### src/rtl/hazard_pkg.sv
// Shared types and helpers for the hazard unit: forwarding select encoding
// and the address comparator used by every hazard check.
package hazard_pkg;

  typedef enum logic [1:0] {
    FWD_RF = 2'b00,
    FWD_W  = 2'b01,
    FWD_M  = 2'b10
  } fwd_sel_t;

  localparam int DEF_REG_AW = 4;
  // Comparator operands are widened to this so one function serves any REG_AW.
  localparam int ADDR_MAX = 16;

  function automatic logic addr_hit(input logic [ADDR_MAX-1:0] src,
                                    input logic                used,
                                    input logic [ADDR_MAX-1:0] dst);
    return used && (src == dst);
  endfunction

endpackage

### src/rtl/mul_scoreboard.sv
// One-entry scoreboard for the non-pipelined multi-cycle unit: counts down
// from issue to the regfile write cycle and remembers the destination.
module mul_scoreboard #(
  parameter int REG_AW  = 4,
  parameter int MUL_LAT = 4
) (
  input  logic              clk,
  input  logic              reset,
  input  logic              issue,
  input  logic [REG_AW-1:0] issue_wa,
  output logic              busy,
  output logic              busy2,
  output logic              write_w,
  output logic [REG_AW-1:0] wa
);

  logic [3:0]        pend_cnt;
  logic [REG_AW-1:0] pend_wa;

  // A new issue overrides the countdown; structural stalls guarantee the
  // previous op is already in its write cycle or finished when that happens.
  always_ff @(posedge clk or posedge reset) begin
    if (reset) begin
      pend_cnt <= 4'd0;
      pend_wa  <= '0;
    end else if (issue) begin
      pend_cnt <= 4'(MUL_LAT);
      pend_wa  <= issue_wa;
    end else if (pend_cnt != 4'd0) begin
      pend_cnt <= pend_cnt - 4'd1;
    end
  end

  assign busy    = (pend_cnt != 4'd0);
  assign busy2   = (pend_cnt >= 4'd2);
  assign write_w = (pend_cnt == 4'd1);
  assign wa      = pend_wa;

endmodule

### src/rtl/hazard_unit_sb.sv
// Pipeline hazard unit: per-source M/W forwarding, load-use and multi-cycle
// unit stalls, branch flush and a saturating stall-cycle counter.
module hazard_unit_sb
  import hazard_pkg::*;
#(
  parameter int REG_AW  = DEF_REG_AW,
  parameter int NUM_SRC = 3,
  parameter int MUL_LAT = 4,
  parameter int CNT_W   = 16
) (
  input  logic                      clk,
  input  logic                      reset,
  input  logic [NUM_SRC*REG_AW-1:0] RAD,
  input  logic [NUM_SRC-1:0]        UseD,
  input  logic [REG_AW-1:0]         WA3D,
  input  logic                      RegWriteD,
  input  logic                      MultiD,
  input  logic [NUM_SRC*REG_AW-1:0] RAE,
  input  logic [REG_AW-1:0]         WA3E,
  input  logic                      RegWriteE,
  input  logic                      MemtoRegE,
  input  logic                      MultiE,
  input  logic                      BranchTakenE,
  input  logic [REG_AW-1:0]         WA3M,
  input  logic                      RegWriteM,
  input  logic [REG_AW-1:0]         WA3W,
  input  logic                      RegWriteW,
  input  logic                      StatClr,
  output logic [2*NUM_SRC-1:0]      ForwardE,
  output logic                      StallF,
  output logic                      StallD,
  output logic                      FlushD,
  output logic                      FlushE,
  output logic                      MulWriteW,
  output logic [REG_AW-1:0]         MulWA,
  output logic                      MulBusy,
  output logic [CNT_W-1:0]          StallCount
);

  logic               issue;
  logic               mul_busy2;
  logic               ld_stall;
  logic               mul_stall;
  logic               stall;
  logic [NUM_SRC-1:0] e_dst_hit;
  logic [NUM_SRC-1:0] pend_hit;
  logic [CNT_W-1:0]   stall_count_reg;

  assign issue = MultiE & RegWriteE;

  mul_scoreboard #(
    .REG_AW  (REG_AW),
    .MUL_LAT (MUL_LAT)
  ) u_sb (
    .clk      (clk),
    .reset    (reset),
    .issue    (issue),
    .issue_wa (WA3E),
    .busy     (MulBusy),
    .busy2    (mul_busy2),
    .write_w  (MulWriteW),
    .wa       (MulWA)
  );

  generate
    for (genvar gi = 0; gi < NUM_SRC; gi++) begin : g_src
      logic [REG_AW-1:0] rad_i;
      logic [REG_AW-1:0] rae_i;
      fwd_sel_t          sel;

      assign rad_i = RAD[gi*REG_AW +: REG_AW];
      assign rae_i = RAE[gi*REG_AW +: REG_AW];

      always_comb begin
        sel = FWD_RF;
        if (addr_hit(ADDR_MAX'(rae_i), RegWriteM, ADDR_MAX'(WA3M)))
          sel = FWD_M;
        else if (addr_hit(ADDR_MAX'(rae_i), RegWriteW, ADDR_MAX'(WA3W)))
          sel = FWD_W;
      end

      assign ForwardE[2*gi +: 2] = sel;
      // Same D-reads-E-destination compare feeds both load-use and RAW-at-issue.
      assign e_dst_hit[gi] = addr_hit(ADDR_MAX'(rad_i), UseD[gi], ADDR_MAX'(WA3E));
      assign pend_hit[gi]  = addr_hit(ADDR_MAX'(rad_i), UseD[gi], ADDR_MAX'(MulWA));
    end
  endgenerate

  assign ld_stall  = MemtoRegE & RegWriteE & (|e_dst_hit);
  // At pend_cnt==1 the regfile write-before-read covers the reader, so only busy2 stalls.
  assign mul_stall = (mul_busy2 & (|pend_hit))
                   | (issue & (|e_dst_hit))
                   | (RegWriteD & mul_busy2 & (WA3D == MulWA))
                   | (MultiD & (mul_busy2 | issue));
  assign stall     = ld_stall | mul_stall;

  assign StallF = stall;
  assign StallD = stall;
  assign FlushE = stall | BranchTakenE;
  assign FlushD = BranchTakenE;

  always_ff @(posedge clk or posedge reset) begin
    if (reset)
      stall_count_reg <= '0;
    else if (StatClr)
      stall_count_reg <= '0;
    else if (stall && (stall_count_reg != '1))
      stall_count_reg <= stall_count_reg + CNT_W'(1);
  end

  assign StallCount = stall_count_reg;

endmodule

### config.mk
export PLATFORM = sky130hd
export DESIGN_NAME = hazard_unit_sb
export DESIGN_NICKNAME = d
export VERILOG_FILES = /design/src/rtl/hazard_pkg.sv /design/src/rtl/mul_scoreboard.sv /design/src/rtl/hazard_unit_sb.sv
export SDC_FILE = /design/constraint.sdc
export NUM_CORES = 1
export LEC_CHECK = 0
export CORE_ASPECT_RATIO = 1.1
export CORE_MARGIN = 2
export CORE_UTILIZATION = 45
export DETAILED_ROUTE_END_ITERATION = 7
export MAX_ROUTING_LAYER = met4
export PLACE_DENSITY = 0.82
export SETUP_SLACK_MARGIN = 0.05
export SYNTH_ARGS = -nofsm -noshare
export SYNTH_HDL_FRONTEND = slang
export SYNTH_SLANG_ARGS = --single-unit
### constraint.sdc
create_clock -name clk -period 2.7 [get_ports clk]
set_clock_uncertainty 0.05 [all_clocks]
set_input_delay 0.54 -clock clk [delete_from_list [all_inputs] [get_ports clk]]
set_output_delay 0.54 -clock clk [all_outputs]
set_load 0.02 [all_outputs]
# ---- Word-level counts from Yosys, hierarchy flattened
# Cells that the tools add are included.
dict set report op_classes {
  div_mod_pow 0
  bitwise_logic 14
  magnitude_cmp 1
  n_shift 0
  n_mux 10
  multipliers 0
  n_reduce_logical 18
  eq_ne 15
  add_sub_neg 2
}
# op n
set ops {}
lappend ops {{4-bit equality test} 13}
lappend ops {{16-bit two-way mux} 2}
lappend ops {{16-bit by 1-bit adder with 16-bit output (second input constant)} 1}
lappend ops {{16-bit inequality test (second input constant)} 1}
lappend ops {{1-bit logical AND} 13}
lappend ops {{1-bit bitwise AND} 8}
lappend ops {{4-bit two-way mux} 2}
lappend ops {{2-bit two-way mux} 3}
lappend ops {{1-bit OR} 6}
lappend ops {{3-bit OR reduction} 2}
lappend ops {{4-bit by 1-bit equality test with 1-bit output (second input constant)} 1}
lappend ops {{4-bit by 2-bit >= comparator with 1-bit output (second input constant)} 1}
lappend ops {{2-bit nonzero test} 2}
lappend ops {{4-bit nonzero test} 1}
lappend ops {{4-bit by 1-bit subtractor with 4-bit output (second input constant)} 1}
lappend ops {{1-bit two-way mux} 3}
dict set report word_totals {
  ramBits 0
  latchBits 0
  mem_bits_ro 0
  memories 0
  reg_bits 24
  out_inout_bits 32
  wordCells 63
  in_bits 54
}

# ---- Depth between registers and ports, before layout
dict set report depth {
  ltp_word 11
  depth_mapped 8
  ltp_nobuf 7
}

# ---- Cells and area by module
# A second synthesis with hierarchy kept.
dict set report hier_totals {
  hier_cells 229
  hier_area_um2 2000.7
}
# module area_per_inst_um2 instances seq_area_each_um2 cells_each
set by_module_without_submodules {}
lappend by_module_without_submodules {hazard_unit_sb 1566.5 1 400.4 193}
lappend by_module_without_submodules {mul_scoreboard 434.2 1 200.2 36}

# ---- Least setup slack after synthesis
# Ideal clock, no wire load.
dict set report synth_timing {
  kind {flip-flop to output port}
  startpoint {register u_sb.pend_cnt[0]}
  endpoint {output FlushE}
  arrival_ps 2210
  path_buffers 1
  t_required_ps 2110
  path_slack_ps -100
  stages_incl_launch_ff 9
  cell_sequence {dfrtp_1 inv_1 ha_1 nor4_4 a21boi_1 nor4_4 buf_6 nand2_1 or2_2}
}
dict set report synth_via {
  elab_chain_cells 7
  elab_cells_between_ends 11
  cone_classes {order compare (1); bitwise (10)}
}
# item line
set synth_rtl {}
lappend synth_rtl {{from (decl)} mul_scoreboard.sv:17} ;# logic [3:0] pend_cnt;
lappend synth_rtl {{from (signal assigned)} mul_scoreboard.sv:27} ;# pend_cnt <= 4'(MUL_LAT);
lappend synth_rtl {{from (signal assigned)} mul_scoreboard.sv:30} ;# pend_cnt <= pend_cnt - 4'd1;
lappend synth_rtl {{4-bit by 2-bit >= comparator with 1-bit output (*)} mul_scoreboard.sv:35} ;# assign busy2 = (pend_cnt >= 4'd2);
lappend synth_rtl {{1-bit bitwise AND, on equally long branches} {hazard_unit_sb.sv:91, hazard_unit_sb.sv:93}}
lappend synth_rtl {{1-bit OR / 1-bit bitwise AND (equally long branches)} {hazard_unit_sb.sv:92, hazard_unit_sb.sv:93}}
lappend synth_rtl {{1-bit OR} hazard_unit_sb.sv:93} ;# | (RegWriteD & mul_busy2 & (WA3D == MulWA))
lappend synth_rtl {{1-bit OR (*)} hazard_unit_sb.sv:94} ;# | (MultiD & (mul_busy2 | issue));
lappend synth_rtl {{1-bit OR (*)} hazard_unit_sb.sv:95} ;# assign stall = ld_stall | mul_stall;
lappend synth_rtl {{named net StallD} hazard_unit_sb.sv:31} ;# output logic StallD,
lappend synth_rtl {{1-bit OR (*)} hazard_unit_sb.sv:99} ;# assign FlushE = stall | BranchTakenE;
lappend synth_rtl {{to (decl)} hazard_unit_sb.sv:33} ;# output logic FlushE,
# The timed path passes the listed nets; every way through them passes the cells marked *.

# ---- Final worst setup path
dict set report layout_timing {
  startpoint {input WA3D[2]}
  endpoint {output FlushE}
}
dict set report layout_via {
  elab_chain_cells 6
}
# item line
set layout_rtl {}
lappend layout_rtl {{from (decl)} hazard_unit_sb.sv:15} ;# input logic [REG_AW-1:0] WA3D,
lappend layout_rtl {{4-bit equality test} hazard_unit_sb.sv:93}
lappend layout_rtl {{1-bit bitwise AND} hazard_unit_sb.sv:93}
lappend layout_rtl {{1-bit OR} hazard_unit_sb.sv:93}
lappend layout_rtl {{1-bit OR} hazard_unit_sb.sv:94}
lappend layout_rtl {{1-bit OR} hazard_unit_sb.sv:95}
lappend layout_rtl {{1-bit OR} hazard_unit_sb.sv:99}
# Every way passes these cells.

==> impl_metrics.tcl <==
set metrics [dict create \
    status "finished clean" \
    pwr-share-comb 0.495 \
    diodes 0 \
    synth_async_sr_flop_share 1.00 \
    die_height_um 78.4 \
    start_util 0.459 \
    syn_to_final_growth_pct 51.8 \
    synth_nets 306 \
    regToRegSetupSlack_ns 0.33 \
    htree_levels 1 \
    crit_path_max_incr_delay_ns 0.42 \
    worstPathCellList "clkdlybuf4s50_1 -> xnor2_1 -> nand2_1 -> o22ai_2 -> o31ai_2 -> nand2_2 -> or2_4 -> buf_6" \
    final_hold_viol_count 0 \
    grt_setup_unrepaired "yes" \
    wl_per_cell_um 14.0 \
    leakage_nw 1.48 \
    clk_pin_slew_ns 0.10 \
    cts_buffers 3 \
    clockPowerShare 0.207 \
    ys_types 46 \
    critPathLaunchType "input pin" \
    finalCriticalPeriod_ns 2.69 \
    grt_pass1_wl_mm 9.38 \
    antenna_found_initial 0 \
    initialDrtViolationCount 73 \
    nets 413 \
    vias_per_cell 5.32 \
    power.density_nw_per_um2 466 \
    drt-pass1-iter-count 4 \
    ys_top_cells_by_area "dfrtp_1, xor2_1, xnor2_1, mux2_4, mux2_2" \
    yosys_warnings 0 \
    vias 2188 \
    arrival_ns 2.10 \
    drv_slew 0 \
    clock_latency_ns 0.27 \
    ir_drop_v 0.000225 \
    stdcell_count 411 \
    yosysTopAreaCell "dfrtp_1" \
    worst-path-buf-inv 2 \
    finalInstanceArea_um2 3440 \
    synth_area_um2 2260 \
    finalCritPeriodShare 0.997 \
    clockRootBuffer "clkbuf_8" \
    grt_usage 0.209 \
    finalWeightedCongestion 0.823 \
    grt_overflow 0 \
    synth_edf_count 0 \
    grt_max_degree 33 \
    yosysMostFrequentCell "xor2_1" \
    crit_type "in2out" \
    synth_flop_cell "dfrtp_1" \
    io_pins 86 \
    clock_path_buffers 2 \
    ys_seq_area_frac 0.265 \
    cts_tree "built" \
    synth-seq-cells 24 \
    die_area_um2 5610 \
    pwr-share-seq 0.298 \
    wl_mm 5.74 \
    maxCapViolations 0 \
    end_kind "primary output" \
    syn_area_per_cell_um2 9.16 \
    cp_top_family "buffers and inverters" \
    synth_commonest_cells "xor2_1, dfrtp_1, nor2_1, nand2_1, xnor2_1" \
    tightest_slew_ns 0.429 \
    postSynthCellCount 247 \
    core_area_um2 4930 \
    crit_path_top_delay_cell "clkdlybuf4s50_1" \
    relSlewSlack 0.712 \
    hpwl_mm 4.45 \
    num_rows 27 \
    placed_area_um2 3320 \
    critPathMaxFanout 2 \
    grt_pass1_vias 2201 \
    ant_nets 0 \
    portBuffers 85 \
    worstPathRequired_ns 2.11 \
    drc_errors 0 \
    post_route_cells_drive_above_1_share 0.235 \
    clkSinkCount 24 \
    hp-class "in2reg" \
    place_inst 404 \
    netSwitchingPower_w 0.000588 \
    fmax_ghz 0.371 \
    die_x_um 71.6 \
    synth_top_cell_area_share 0.265 \
    swShare 0.367 \
    intPower_w 0.00101 \
    setup_viol 0 \
]
## power by group through the flow
stage / Sequential (W) / Combinational (W) / Clock (W)
5_1_grt: 0.000488 / 0.000863 / 0.000351
3_3_place_gp: 0.000482 / 0.000737 / 0
3_5_place_dp: 0.000484 / 0.000753 / 0
6_report: 0.000478 / 0.000793 / 0.000332
4_1_cts: 0.000478 / 0.000747 / 0.000340
2_1_floorplan: 0.000489 / 0.000419 / 0
## worst min-delay path, stage by stage
cell,delay (ns)
dlymetal6s2s_1,0.12
buf_4,0.13
a21oi_1,0.05
## routing by layer
| layer | up-vias | track usage | share of wire |
|---|---|---|---|
| met1 | 1031 | 0.240 | 0.42 |
| met3 | 6 | 0.0282 | 0.051 |
| met2 | 76 | 0.372 | 0.52 |
| met5 | - | - | 0 |
| li1 | 1075 | - | - |
| met4 | 0 | 0.0660 | 0.013 |
## repair_timing
| item | in CTS | in global routing |
|---|---|---|
| pin swaps | 6 | 11 |
| setup endpoints to repair | 13 | 10 |
| buffers inserted | 0 | 3 |
| resized for setup | 45 | 23 |
| hold buffers | 0 | 0 |
## layout by cell type (no fill, tap or decap), types with 4 or more instances in the layout
cell type and n:
nor4_1 4, buf_4 30, nor2b_1 15, nor2_1 22
xor2_1 36, a211oi_2 4, nor3_1 6, xnor2_1 16
inv_1 7, mux2_2 10, dfrtp_1 24, dlygate4sd2_1 16
nand2_1 18, mux2_4 9, clkdlybuf4s50_1 54, clkbuf_2 5
ha_1 4, dlymetal6s2s_1 5, nand4_1 4, nand3_1 10
## path summary, 6_finish.rpt
check                                               start                            to  cells after the start
worst max register to register     u_sb.wa[1]$_DFFE_PP0P_     StallCount[5]$_DFFE_PP0P_                      7
worst min-delay path                            RegWriteE  u_sb.pend_cnt[0]$_DFFE_PP0P_                      3
max in group asynchronous                           reset    StallCount[11]$_DFFE_PP0P_                      3
min in group asynchronous                           reset     StallCount[3]$_DFFE_PP0P_                      3
worst min register to register  StallCount[1]$_DFFE_PP0P_     StallCount[1]$_DFFE_PP0P_                      2
worst max-delay path                              WA3D[2]                        FlushE                      8
## flip-flops by register name, indices dropped and copies added (netlist names)
name,flops
StallCount,16
u_sb.pend_cnt,4
u_sb.wa,4
## area by class of cell
class                      count  area (µm²)
multi-input combinational    204        1640
fill                         399        1500
timing repair buffer         113        1020
sequential                    24         601
tap                           58        72.6
clock buffer                   3        41.3
clock inverter                 1        30.0
inverter                       8        30.0
## metrics by stage
step	total power, W	hold slack [ns]	worst slack [ns]	utilization	TNS, ns
after global routing	0.00170	0.556	-0.0603	0.697	-0.0603
after detailed placement	0.00124	0.588	-0.631	0.673	-5.91
after global placement	0.00122	0.557	-0.574	0.673	-4.80
after CTS	0.00156	0.570	0.00833	0.685	0
final	0.00160	0.548	0.00725	0.697	0
after floorplan	0.000909	0.505	0.117	-	0
## cells by family (layout without fill, tap and decap cells)
| family | after synthesis | in the layout | share of synthesized area |
|---|---|---|---|
| AO/OA/AOI/OAI | 26 | 26 | 0.101 |
| XOR/XNOR | 52 | 52 | 0.201 |
| adder cells (fa/ha/maj) | 5 | 5 | 0.0276 |
| buffers and inverters | 19 | 125 | 0.0409 |
| flip-flops | 24 | 24 | 0.265 |
| multiplexers | 20 | 20 | 0.114 |
| AND/OR/NAND/NOR | 101 | 101 | 0.250 |
No activity file was read; power rests on OpenSTA's default activity.
